===== src/rtl/fpu_mem_request_sequencer.sv =====
// fpu_mem_request_sequencer
// Turns one latched buffer-drain (write) and/or buffer-fill (read) request
// into a row-by-row stream of burst-sized memory commands, limits the number
// of unacknowledged commands, and keeps making_request high until every
// command of the operation has been acknowledged.
module fpu_mem_request_sequencer #(
    parameter int BURST_BYTES      = 64,
    parameter int MEM_BUFFER_WIDTH = 512,
    parameter int COL_WIDTH        = 10,
    parameter int MAX_OUTSTANDING  = 4
) (
    input  logic        clk,
    input  logic        rst,
    input  logic        req_read,
    input  logic        req_write,
    input  logic [9:0]  req_width,
    input  logic [3:0]  req_height,
    input  logic [31:0] req_read_address,
    input  logic [31:0] req_write_address,
    input  logic [18:0] req_row_stride,
    output logic        making_request,
    output logic        cmd_valid,
    input  logic        cmd_ready,
    output logic        cmd_write,
    output logic [31:0] cmd_addr,
    output logic [6:0]  cmd_bytes,
    output logic [3:0]  cmd_row,
    output logic [8:0]  cmd_col,
    input  logic        mem_ack,
    output logic        req_overrun
);

    localparam int OW = $clog2(MAX_OUTSTANDING + 1);
    localparam logic [OW-1:0] LP_MAXO  = OW'(MAX_OUTSTANDING);
    localparam logic [9:0]    LP_BURST = 10'(BURST_BYTES);
    localparam logic [9:0]    LP_MAXW  = 10'(MEM_BUFFER_WIDTH);
    localparam logic [3:0]    LP_MAXH  = 4'(COL_WIDTH);

    typedef enum logic [1:0] {
        S_IDLE,
        S_WR_ISSUE,
        S_RD_ISSUE,
        S_DRAIN
    } state_t;

    state_t r_state;
    state_t w_next;

    logic [OW-1:0] r_out;
    logic          r_making;
    logic          r_overrun;
    logic          r_rd_pend;
    logic [9:0]    r_width;
    logic [3:0]    r_height;
    logic [18:0]   r_stride;
    logic [31:0]   r_rd_addr;
    logic [31:0]   r_row_base;
    logic [9:0]    r_col;
    logic [3:0]    r_row;

    logic          w_req;
    logic          w_issue;
    logic          w_empty;
    logic          w_ack;
    logic          w_valid;
    logic          w_accept;
    logic [9:0]    w_rem;
    logic [9:0]    w_bytes;
    logic [9:0]    w_col_next;
    logic          w_row_end;
    logic          w_last_row;
    logic          w_last_cmd;
    logic          w_to_read;
    logic [OW-1:0] w_out_next;

    assign w_req      = req_read | req_write;
    assign w_issue    = (r_state == S_WR_ISSUE) || (r_state == S_RD_ISSUE);
    assign w_empty    = (r_width == 10'd0) || (r_height == 4'd0);
    // acks arriving with nothing in flight belong to an abandoned operation
    assign w_ack      = mem_ack && (r_out != '0);
    // a slot freed by this cycle's ack can be reused in the same cycle
    assign w_valid    = w_issue && !w_empty &&
                        ((r_out < LP_MAXO) || ((r_out == LP_MAXO) && w_ack));
    assign w_accept   = w_valid && cmd_ready;
    assign w_rem      = r_width - r_col;
    assign w_bytes    = (w_rem > LP_BURST) ? LP_BURST : w_rem;
    assign w_col_next = r_col + LP_BURST;
    assign w_row_end  = (w_col_next >= r_width);
    assign w_last_row = (r_row == (r_height - 4'd1));
    assign w_last_cmd = w_accept && w_row_end && w_last_row;
    assign w_out_next = r_out + {{(OW-1){1'b0}}, w_accept} - {{(OW-1){1'b0}}, w_ack};

    assign cmd_valid      = w_valid;
    assign cmd_write      = (r_state == S_WR_ISSUE);
    assign cmd_addr       = r_row_base + {22'd0, r_col};
    assign cmd_bytes      = 7'(w_bytes);
    assign cmd_row        = r_row;
    assign cmd_col        = 9'(r_col);
    assign making_request = r_making;
    assign req_overrun    = r_overrun;

    // next-state logic: write phase first, then read phase, then wait for acks
    always_comb begin
        w_next    = r_state;
        w_to_read = 1'b0;
        case (r_state)
            S_IDLE: begin
                if (w_req) begin
                    w_next = req_write ? S_WR_ISSUE : S_RD_ISSUE;
                end
            end
            S_WR_ISSUE, S_RD_ISSUE: begin
                if (w_empty || w_last_cmd) begin
                    if ((r_state == S_WR_ISSUE) && r_rd_pend) begin
                        w_next    = S_RD_ISSUE;
                        w_to_read = 1'b1;
                    end else if (w_out_next == '0) begin
                        w_next = S_IDLE;
                    end else begin
                        w_next = S_DRAIN;
                    end
                end
            end
            S_DRAIN: begin
                if (w_out_next == '0) begin
                    w_next = S_IDLE;
                end
            end
            default: w_next = S_IDLE;
        endcase
    end

    // control state: FSM, in-flight counter, busy and overrun flags
    always_ff @(posedge clk or posedge rst) begin
        if (rst) begin
            r_state   <= S_IDLE;
            r_out     <= '0;
            r_making  <= 1'b0;
            r_overrun <= 1'b0;
        end else begin
            r_state   <= w_next;
            r_out     <= w_out_next;
            r_making  <= (w_next != S_IDLE);
            r_overrun <= (r_state != S_IDLE) && w_req;
        end
    end

    // request latch and row/column walk; out-of-range sizes are clamped
    always_ff @(posedge clk or posedge rst) begin
        if (rst) begin
            r_rd_pend  <= 1'b0;
            r_width    <= '0;
            r_height   <= '0;
            r_stride   <= '0;
            r_rd_addr  <= '0;
            r_row_base <= '0;
            r_col      <= '0;
            r_row      <= '0;
        end else if ((r_state == S_IDLE) && w_req) begin
            r_rd_pend  <= req_read;
            r_width    <= (req_width > LP_MAXW) ? LP_MAXW : req_width;
            r_height   <= (req_height > LP_MAXH) ? LP_MAXH : req_height;
            r_stride   <= req_row_stride;
            r_rd_addr  <= req_read_address;
            r_row_base <= req_write ? req_write_address : req_read_address;
            r_col      <= '0;
            r_row      <= '0;
        end else if (w_to_read) begin
            r_rd_pend  <= 1'b0;
            r_row_base <= r_rd_addr;
            r_col      <= '0;
            r_row      <= '0;
        end else if (w_accept) begin
            if (w_row_end) begin
                r_col      <= '0;
                r_row      <= r_row + 4'd1;
                r_row_base <= r_row_base + {13'd0, r_stride};
            end else begin
                r_col      <= w_col_next;
            end
        end
    end

endmodule


===== config.mk =====
export PLATFORM = sky130hd
export DESIGN_NAME = fpu_mem_request_sequencer
export DESIGN_NICKNAME = d
export VERILOG_FILES = /design/src/rtl/fpu_mem_request_sequencer.sv
export SDC_FILE = /design/constraint.sdc
export NUM_CORES = 1
export LEC_CHECK = 0
export CAP_MARGIN = 20
export CORE_MARGIN = 5
export CORE_UTILIZATION = 52
export DETAILED_ROUTE_END_ITERATION = 16
export PLACE_DENSITY_LB_ADDON = 0.25
export SETUP_SLACK_MARGIN = 0.3
export SYNTH_ARGS = -nofsm -noshare
export SYNTH_HDL_FRONTEND = slang
export SYNTH_SLANG_ARGS = --single-unit

===== constraint.sdc =====
create_clock -name clk -period 5.2 [get_ports clk]
set_clock_uncertainty 0.15 [all_clocks]
set_input_delay 1.04 -clock clk [delete_from_list [all_inputs] [get_ports clk]]
set_output_delay 1.04 -clock clk [all_outputs]
set_load 0.005 [all_outputs]

# Word level (Yosys, flattened, before mapping)
# Cells that the tools add are included.
dict set report word_totals {
  output_inout_bits 56
  register_bits 119
  elab_cells 86
  in_bits 103
}
dict set report op_classes {
  magnitude_cmp 5
  eq_ne 5
  add_sub_neg 8
  bitwise 1
  n_reduce_logical 27
  muxes 28
}
# op count
set ops {}
lappend ops {{$mux 32} 5}
lappend ops {{$mux 10} 5}
lappend ops {{$add 32x10->32} 1}
lappend ops {{$add 32x19->32} 1}
lappend ops {{$mux 4} 5}
lappend ops {{$mux 2} 6}
lappend ops {{$add 10x7->10 const B} 1}
lappend ops {{$ge 10x10->1} 1}
lappend ops {{$gt 10x10->1 const B} 1}
lappend ops {{$gt 10x7->1 const B} 1}
lappend ops {{$logic_and 1x1->1} 10}
lappend ops {{$logic_not 10->1} 1}
lappend ops {{$sub 10x10->10} 1}
lappend ops {{$reduce_bool 3->1} 3}
lappend ops {{$mux 7} 1}
lappend ops {{$pmux 2 s3} 1}
lappend ops {{$reduce_bool 2->1} 3}
lappend ops {{$mux 1} 5}
lappend ops {{$add 4x1->4 const B} 1}
lappend ops {{$eq 2x2->1 const B} 2}
lappend ops {{$eq 4x4->1} 1}
lappend ops {{$gt 4x4->1 const B} 1}
lappend ops {{$logic_not 4->1} 1}
lappend ops {{$logic_or 1x1->1} 4}
lappend ops {{other kinds (12)} 12}

# Logic depth before layout (Yosys ltp)
# Gate-level depths: netlist of run 1.
dict set report depth {
  word_depth 14
  mapped_depth 19
}

# Worst setup path before layout of run 1
# Ideal clock, no wire load.
dict set report synth_timing {
  path_type {input to register}
  start {in mem_ack}
  end {reg r_making, in the netlist making_request}
  t_required_ns 4.926
  slack_ns 0.913
  arrival_ns 4.013
  setup_time_ns 0.124
  cell_stages 17
  n_path_buf 1
  path_cell_list {or3b_1 > a21oi_1 > and2_1 > buf_2 > inv_1 > ha_1 > inv_1 > ha_1 > fa_1 > xnor2_1 > xnor2_1 > or3_1 > a31oi_1 > o31ai_1 > nand2_1 > o211ai_1 > or2_1}
}
dict set report synth_between {
  elab_chain_len 13
  elab_cells_between_ends 17
  cone_classes {add/sub (2); mux (5); reduce/logical (10)}
}
# item line
set synth_lines {}
lappend synth_lines {{start: declaration} 29} ;# input logic mem_ack,
lappend synth_lines {{$logic_and 1x1->1 (*)} 80} ;# assign w_ack = mem_ack && (r_out != '0);
lappend synth_lines {{$logic_and 1x1->1} 83} ;# ((r_out < LP_MAXO) || ((r_out == LP_MAXO) && w_ack));
lappend synth_lines {{$logic_or 1x1->1} 83}
lappend synth_lines {{$logic_and 1x1->1} 82} ;# assign w_valid = w_issue && !w_empty &&
lappend synth_lines {{$logic_and 1x1->1} 84} ;# assign w_accept = w_valid && cmd_ready;
lappend synth_lines {{$add 3x1->3} 91} ;# assign w_out_next = r_out + {{(OW-1){1'b0}}, w_accept} - {{(OW-1){1'b0}}, w_ack};
lappend synth_lines {{$sub 3x1->3 (*)} 91}
lappend synth_lines {{via w_out_next[2]} 74} ;# logic [OW-1:0] w_out_next;
lappend synth_lines {{$logic_not 3->1 (*)} {117, 125}}
lappend synth_lines {{$mux 2} 117} ;# end else if (w_out_next == '0) begin
lappend synth_lines {{$mux 2} 114} ;# if ((r_state == S_WR_ISSUE) && r_rd_pend) begin
lappend synth_lines {{$mux 2} 113} ;# if (w_empty || w_last_cmd) begin
lappend synth_lines {{$pmux 2 s3 (*)} 106} ;# case (r_state)
lappend synth_lines {{via w_next[1]} 47} ;# state_t w_next;
lappend synth_lines {{$reduce_bool 2->1 (*)} 143} ;# r_making <= (w_next != S_IDLE);
lappend synth_lines {{end signal: assignment} 143}
lappend synth_lines {{end: declaration} 50} ;# logic r_making;
# Mark *: on every way through the listed nets, which the timed path passes. The rest lies on a longest branch.
# A chain may end at the register's enable or synchronous reset.

# Worst setup path after layout of run 1
dict set report layout_timing {
  start {reg r_col[7]}
  end {out cmd_addr[30]}
}
dict set report layout_between {
  elab_chain_len 1
}
# item line
set layout_lines {}
lappend layout_lines {{start: declaration} 58} ;# logic [9:0] r_col;
lappend layout_lines {{start signal: assignment} 179} ;# r_col <= w_col_next;
lappend layout_lines {{$add 32x10->32} 95} ;# assign cmd_addr = r_row_base + {22'd0, r_col};
lappend layout_lines {{end: declaration} 25} ;# output logic [31:0] cmd_addr,
# Every way passes these cells.

==> out/metrics.csv, run 1 <==
stage,metric,value,unit
critical_path,crit_path_end_kind,output pin,
critical_path,reg2reg_to,making_request$_DFF_PP0_,
placement,dp_hpwl,15000,um
timing,fin_setup_tns,0,ns
global_routing,grt.overflow.total,0,
global_routing,grt_antenna_before_repair,0,
global_routing,track_usage,24.9,%
clocking,tritoncts,done,
routing,drt_iter0_markers,556,
routing,wl_met1,9190,um
critical_path,path_cells,ha_1 > a21oi_1 > nor2b_1 > o21a_1 > o2111ai_1 > nor4_4 > buf_4 > and3_1 > nand3_1 > xnor2_1 > clkdlybuf4s50_1,
placement,io_buffer_count,152,
synthesis,synth.distinct_cells,67,
timing,max_slew_margin,47.9,%
synthesis,async_flop_share,100,%
synthesis,synth_seq_cells,113,
timing,finalCritPeriodShare,88.5,%
critical_path,r2r_cells,18,
timing,hold_viol,0,
outcome,status,"finished, final reports clean",
critical_path,cp.arrival,3.41,ns
floorplan,io_pins,159,
synthesis,synth_area_per_cell,8.44,sq um
timing,setup_viol,0,
critical_path,path_max_fanout,7,
critical_path,crit_type,reg2out,
routing,vias_per_cell,5.65,
finish,diodes,0,
power,leakage,4.36,nW
synthesis,synth_edf_count,0,
finish,n_fill_cell,1139,
clocking,clockBufferDepth,2,
worst_hold_path,min_path_type,reg2reg,
critical_path,start_kind,register,
finish,drive_above_1_share,8.08,%
synthesis,seq_area_frac_synth,37.5,%
clocking,root_buffer,clkbuf_16,
critical_path,crit_family,compound AO/OA/AOI/OAI gates,
routing,drc,0,
routing,wl_met2,9690,um
clocking,numClockSinks,113,
floorplan,die_w,130,um
floorplan,die_height,130,um
routing,wl,20700,um
power,p_total,0.00660,W
floorplan,row_count,44,
synthesis,syn_area,7550,sq um
global_routing,grt_pass1_wl,33700,um
synthesis,ys.flop_type,dfrtp_1,
clocking,hold_buffers,0,
timing,worst_slew_pin_slew,0.782,ns
timing,fmax,0.217,GHz
worst_hold_path,min_to,r_rd_addr[24]$_DFFE_PP0P_,
critical_path,reg2reg_from,r_height[0]$_DFFE_PP0P_,
clocking,ctsHtreeMaxLevel,4,
critical_path,worstPathRequired,4.01,ns
routing,top_layer,met4,
power,peakVddDrop,0.000331,V
floorplan,start_util,52.5,%
global_routing,grt_max_degree,65,
clocking,cts_inserted_buffers,17,
critical_path,path_buf_inv,2,
timing,grt_setup_unrepaired,false,
routing,met3WireLength,1560,um
finish,fin_nets,1174,
power,p_per_area,675,nW/um^2
floorplan,dieArea,17000,sq um
synthesis,netlist_instances,894,
timing,period_needed,4.60,ns
critical_path,slowest_stage,clkdlybuf4s50_1,
critical_path,reg2reg_slack,1.05,ns
routing,antenna_left,0,
synthesis,ys_warn_count,0,
floorplan,core_area,14400,sq um
critical_path,startpoint,r_col[7]$_DFFE_PP0P_,
run,max_cap_violations,0,
routing,wl_per_cell,17.0,um
placement,globalplace.congestion,0.889,
critical_path,cpPeakStageDelay,0.52,ns
routing,dr.pass1.iters,5,
finish,area_growth,29.4,%
worst_hold_path,min_from,r_rd_addr[24]$_DFFE_PP0P_,
clocking,clk_pin_slew,0.05,ns
routing,vias,6913,
global_routing,grt_pass1_vias,6842,
worst_hold_path,whs_path_depth,2,
clocking,clock_latency,0.42,ns
timing,drv_slew,0,
per-layer routing:
metal  vias up  GRT usage, %
met5         -             0
met1      3306          34.7
li1       3347             -
met3        28          5.49
met2       232          39.7
met4         0          6.65
cell type report:
class                      count  area [sq um]  area share [%]
timing repair buffer         168          1640            16.7
multi-input combinational    696          4370            44.7
sequential                   113          2830            28.9
tap                          184           230            2.36
clock buffer                  25           515            5.27
inverter                      32           123            1.25
clock inverter                 5          75.1           0.768
layout by cell type (no fill, tap or decap), types with 7 or more instances in the layout:
cell             count
a211oi_1            11
a21o_1              15
a21oi_1             43
a222oi_1             7
a31oi_1             14
and2_1              10
and3_1               8
buf_4               16
clkbuf_16           17
clkdlybuf4s50_1    151
conb_1               8
dfrtp_1            113
ha_1                41
inv_1               31
mux2_2              20
mux2i_1              8
nand2_1            219
nand2b_1            12
nand3_1             20
nor2_1              39
nor2b_1             10
nor3_1              15
o211ai_1             7
o21ai_0             29
o21ai_1             12
o22ai_1             17
xnor2_1             44
xor2_1              16
timing repair:
item                       in CTS  in global routing
gates resized for setup         0                  0
setup buffers                   0                  4
setup endpoints to repair       0                  5
state kept, by name, indices dropped and copies added, names as in the netlist:
register and count:
r_row_base 32, r_state 2, req_overrun 1, r_height 4, r_rd_addr 32, making_request 1
cmd_row 4, r_out 3, r_stride 19, r_width 10, r_col 4, r_rd_pend 1
metrics by stage:
step | instances | utilization [%] | hold WS, ns | setup WS, ns | instance area, sq um
after floorplan | 900 | - | 0.282 | 0.913 | 7570
after global placement | 1189 | 63.7 | 0.294 | 0.444 | 9150
after detailed placement | 1189 | 63.7 | 0.308 | 0.290 | 9150
after CTS | 1219 | 67.8 | 0.320 | 0.406 | 9740
after global routing | 1223 | 68.0 | 0.340 | 0.347 | 9770
final | 1223 | 68.0 | 0.315 | 0.595 | 9770
worst reg2reg max path, stage by stage (launching register included):
cell,delay [ns]
dfrtp_1,0.40
inv_1,0.11
ha_1,0.20
nor3b_1,0.14
a31oi_1,0.44
and2_1,0.25
inv_1,0.10
ha_1,0.28
inv_1,0.04
ha_1,0.18
fa_1,0.38
xnor2_1,0.19
xnor2_1,0.11
or3_1,0.37
a31oi_1,0.24
nor3_1,0.08
nand2_1,0.08
o211ai_1,0.10
or2_1,0.21
cells in the mapped netlist (3+ instances only):
| master | count | area share, % |
|---|---|---|
| o22ai_1 | 17 | 1.4 |
| mux2i_1 | 8 | 1.1 |
| dfrtp_1 | 113 | 37 |
| nand3_1 | 20 | 1.3 |
| clkbuf_1 | 30 | 1.5 |
| o21ai_1 | 14 | 0.93 |
| a311oi_1 | 5 | 0.58 |
| nand4_1 | 5 | 0.41 |
| xor2_1 | 16 | 1.9 |
| a31oi_1 | 14 | 1.2 |
| o21a_1 | 4 | 0.40 |
| buf_1 | 7 | 0.35 |
| o311ai_1 | 3 | 0.35 |
| nor2b_1 | 11 | 0.91 |
| o21ai_0 | 29 | 1.9 |
| a22o_1 | 3 | 0.35 |
| or3_1 | 3 | 0.25 |
| nor2_1 | 39 | 1.9 |
| o211ai_1 | 7 | 0.70 |
| xnor2_1 | 44 | 5.1 |
| a211oi_1 | 11 | 1.1 |
| ha_1 | 41 | 6.8 |
| a21oi_1 | 43 | 2.9 |
| buf_4 | 13 | 1.3 |
| nand2_1 | 219 | 11 |
| buf_2 | 7 | 0.46 |
| nand2b_1 | 12 | 0.99 |
| a21oi_2 | 3 | 0.35 |
| nor3_1 | 15 | 0.99 |
| nand3b_1 | 5 | 0.50 |
| inv_1 | 32 | 1.6 |
| mux2_2 | 20 | 3.0 |
| nor4_1 | 3 | 0.25 |
| a222oi_1 | 7 | 0.93 |
| and3_1 | 8 | 0.66 |
| a21o_1 | 15 | 1.5 |
| and2_1 | 10 | 0.83 |
report_power, final:
group	switching (W)	internal, W	total, W
Combinational	0.00201	0.00170	0.00371
Sequential	0.000415	0.00131	0.00172
Clock	0.000395	0.000773	0.00117
Total	0.00282	0.00378	0.00660
worst max-delay path by stage:
stage                                to  slack, ns  depth (start not counted)
2_1_floorplan  making_request$_DFF_PP0_       0.91                         17
3_3_place_gp   making_request$_DFF_PP0_       0.44                         17
3_5_place_dp   making_request$_DFF_PP0_       0.29                         17
4_1_cts                    cmd_addr[30]       0.41                         10
5_1_grt                    cmd_addr[30]       0.35                         11
6_report                   cmd_addr[30]       0.60                         11
cells by family (layout without fill, tap and decap cells):
| family | after synthesis | after routing | synth area share [%] |
|---|---|---|---|
| buffers and inverters | 91 | 230 | 5.32 |
| flip-flops | 113 | 113 | 37.5 |
| AO/OA/AOI/OAI | 196 | 196 | 17.5 |
| adder cells (fa/ha/maj) | 43 | 43 | 7.33 |
| AND/OR/NAND/NOR | 361 | 361 | 21.3 |
| other | 2 | 8 | 0.0995 |
| XOR/XNOR | 60 | 60 | 6.96 |
| multiplexers | 28 | 28 | 4.04 |
No activity file was read; power rests on OpenSTA's default activity.
==> run 2: changes to the inputs <==
--- a/config.mk
+++ b/config.mk
@@ -5,9 +5,10 @@
 export SDC_FILE = /design/constraint.sdc
 export NUM_CORES = 1
 export LEC_CHECK = 0
+export ABC_AREA = 1
 export CAP_MARGIN = 20
 export CORE_MARGIN = 5
-export CORE_UTILIZATION = 52
+export CORE_UTILIZATION = 54
 export DETAILED_ROUTE_END_ITERATION = 16
 export PLACE_DENSITY_LB_ADDON = 0.25
 export SETUP_SLACK_MARGIN = 0.3
==> out/metrics.csv, run 2 <==
stage,metric,value,unit
outcome,status,"finished, final reports clean",
routing,drt_iter0_markers,960,
clocking,numClockSinks,113,
placement,globalplace.congestion,0.971,
timing,period_needed,4.49,ns
clocking,tritoncts,done,
synthesis,synth_seq_cells,113,
synthesis,syn_area,8830,sq um
timing,worst_slew_pin_slew,0.897,ns
routing,vias,8943,
clocking,clockBufferDepth,2,
power,peakVddDrop,0.000514,V
synthesis,yosysTopAreaCell,dfrtp_1,
clocking,postCtsSetupBuffers,0,
routing,antenna_left,0,
global_routing,grt_antenna_before_repair,0,
clocking,clk_pin_slew,0.06,ns
timing,fmax,0.223,GHz
floorplan,core_area,15900,sq um
synthesis,ys_top_cells_by_count,"nand2_1 (505), inv_1 (161), nand3_1 (152)",
floorplan,dieArea,19000,sq um
clocking,clock_latency,0.43,ns
power,p_total,0.00725,W
synthesis,ys_warn_count,0,
finish,reg_top3,"r_rd_addr: 32 flops, r_row_base: 32 flops, r_stride: 19 flops",
clocking,hold_buffers,0,
timing,hold_viol,0,
synthesis,synth_edf_count,0,
critical_path,crit_path_end_kind,output pin,
critical_path,cpPeakStageDelay,0.52,ns
placement,io_buffer_count,152,
critical_path,cp.arrival,3.30,ns
floorplan,io_pins,159,
routing,drc,0,
synthesis,synth_area_per_cell,6.62,sq um
finish,final_cell_mix,"nand2_1 (505), inv_1 (160), nand3_1 (152), clkdlybuf4s50_1 (152), dfrtp_1 (113)",
finish,drive_above_1_share,5.71,%
critical_path,path_max_fanout,5,
timing,fin_setup_tns,0,ns
clocking,ctsHtreeMaxLevel,4,
critical_path,cpMostUsedCell,nand2_1,
synthesis,async_flop_share,100,%
clocking,cts_inserted_buffers,17,
global_routing,track_usage,28.1,%
timing,max_slew_margin,40.2,%
finish,final_common_cell,nand2_1,
power,leakage,5.73,nW
critical_path,path_buf_inv,1,
clocking,cts_resized,0,
floorplan,row_count,46,
critical_path,path_cells,ha_1 > a21o_1 > a21o_2 > a21oi_2 > nor3_1 > nand2_1 > nor2_1 > nand2_1 > xor2_1 > clkdlybuf4s50_1,
synthesis,synth.area.top_cells,"dfrtp_1 (32%), nand2_1 (21%), nand3_1 (8.6%), inv_1 (6.8%), ha_1 (5.8%)",
clocking,root_buffer,clkbuf_16,
floorplan,start_util,55.4,%
synthesis,synth_top_cell_area_share,32.0,%
critical_path,crit_type,reg2out,
synthesis,synth.most_common_cell,nand2_1,
critical_path,start_kind,register,
synthesis,synth.distinct_cells,46,
run,max_cap_violations,0,
global_routing,grt_pass1_vias,8470,
finish,fin_nets,1604,
power,p_per_area,661,nW/um^2
finish,area_growth,24.3,%
timing,grt_setup_unrepaired,false,
timing,drv_slew,0,
critical_path,slowest_stage,clkdlybuf4s50_1,
synthesis,netlist_instances,1333,
critical_path,worstPathRequired,4.01,ns
worst_hold_path,min_path_type,reg2reg,
routing,vias_per_cell,5.30,
finish,diodes,0,
placement,dp_hpwl,19600,um
synthesis,ys.flop_type,dfrtp_1,
timing,finalCritPeriodShare,86.4,%
timing,setup_viol,0,
critical_path,crit_family,simple AND/OR/NAND/NOR gates,
floorplan,die_w,138,um
routing,dr.pass1.iters,5,
routing,wl_per_cell,15.3,um
global_routing,grt.overflow.total,0,
floorplan,die_height,138,um
global_routing,grt_pass1_wl,42000,um
global_routing,grt_max_degree,98,
routing,wl,25900,um
synthesis,seq_area_frac_synth,32.0,%
-- run 2: changes by cell type in the layout (fill, tap and decap cells not counted), moves of 26 or more --
cell / change
nand3_1: +132
inv_1: +129
nand2_1: +286
xor2_1: +29
xnor2_1: -38
nor2_1: +26
-- run 2: cells by family (layout without fill, tap and decap cells) --
kind of cell	Yosys count	in the layout	share of synthesized area, %
and+or+nand+nor	780	780	37.3
buffers and inverters	230	362	10.7
AOI/OAI and AO/OA	114	114	8.49
DFF	113	113	32.0
xor gates and xnor gates	51	51	5.06
adders and majority gates	43	43	6.27
other	2	8	0.0851
-- run 2: where the power goes --
| part | internal, W | switching (W) | leakage, nW | total, W |
|---|---|---|---|---|
| sequential | 0.00131 | 0.000388 | 1.40 | 0.00170 |
| clock | 0.000673 | 0.000455 | 0.266 | 0.00113 |
| combinational | 0.00167 | 0.00275 | 4.06 | 0.00443 |
-- run 2: final cells by class --
class	count	area [sq um]
clock buffers	18	439
clock inverters	14	130
fillers	1381	4970
inverters	168	633
multi-input cells	996	5080
flip-flops and latches	113	2830
well taps	216	270
repair buffers	162	1590
-- run 2: final timing paths --
path                                          startpoint                   endpoint  slack [ns]  depth (start not counted)
worst max register to register      r_state[0]$_DFF_PP0_   making_request$_DFF_PP0_        1.36                         22
worst max-delay path                r_col[7]$_DFFE_PP0P_               cmd_addr[29]        0.71                         10
max in group asynchronous                            rst   r_stride[14]$_DFFE_PP0P_        3.11                          3
worst min-delay path            r_rd_addr[9]$_DFFE_PP0P_   r_rd_addr[9]$_DFFE_PP0P_        0.32                          2
min in group asynchronous                            rst  r_rd_addr[31]$_DFFE_PP0P_        0.84                          2
worst min register to register  r_rd_addr[9]$_DFFE_PP0P_   r_rd_addr[9]$_DFFE_PP0P_        0.32                          2
-- run 2: tightest hold or removal path: cells and delay by family, from the launching register on --
kind | cells | cell delay (ns)
flops | 1 | 0.34
simple gates | 2 | 0.10
-- run 2: metrics by stage --
stage               instance area, sq um  utilization [%]  hold slack (ns)  setup WS (ns)  std cells
finish                             11000             68.8            0.322          0.707       1687
global route                       11000             68.8            0.350          0.575       1687
floorplan                           8850                -            0.293           1.02       1339
global placement                   10400             65.2            0.304          0.895       1654
CTS                                11000             68.8            0.325          0.728       1686
detailed placement                 10400             65.2            0.310          0.740       1654
-- run 2: layer usage --
layer / wire (um) / global-route usage, % / vias to the layer above / share of wire, %
met2: 11500 / 43.4 / 365 / 45
met5: 0 / 0 / - / 0
li1: - / - / 4444 / -
met1: 11700 / 39.6 / 4090 / 45
met4: 561 / 8.78 / 0 / 2.2
met3: 2140 / 6.10 / 44 / 8.3
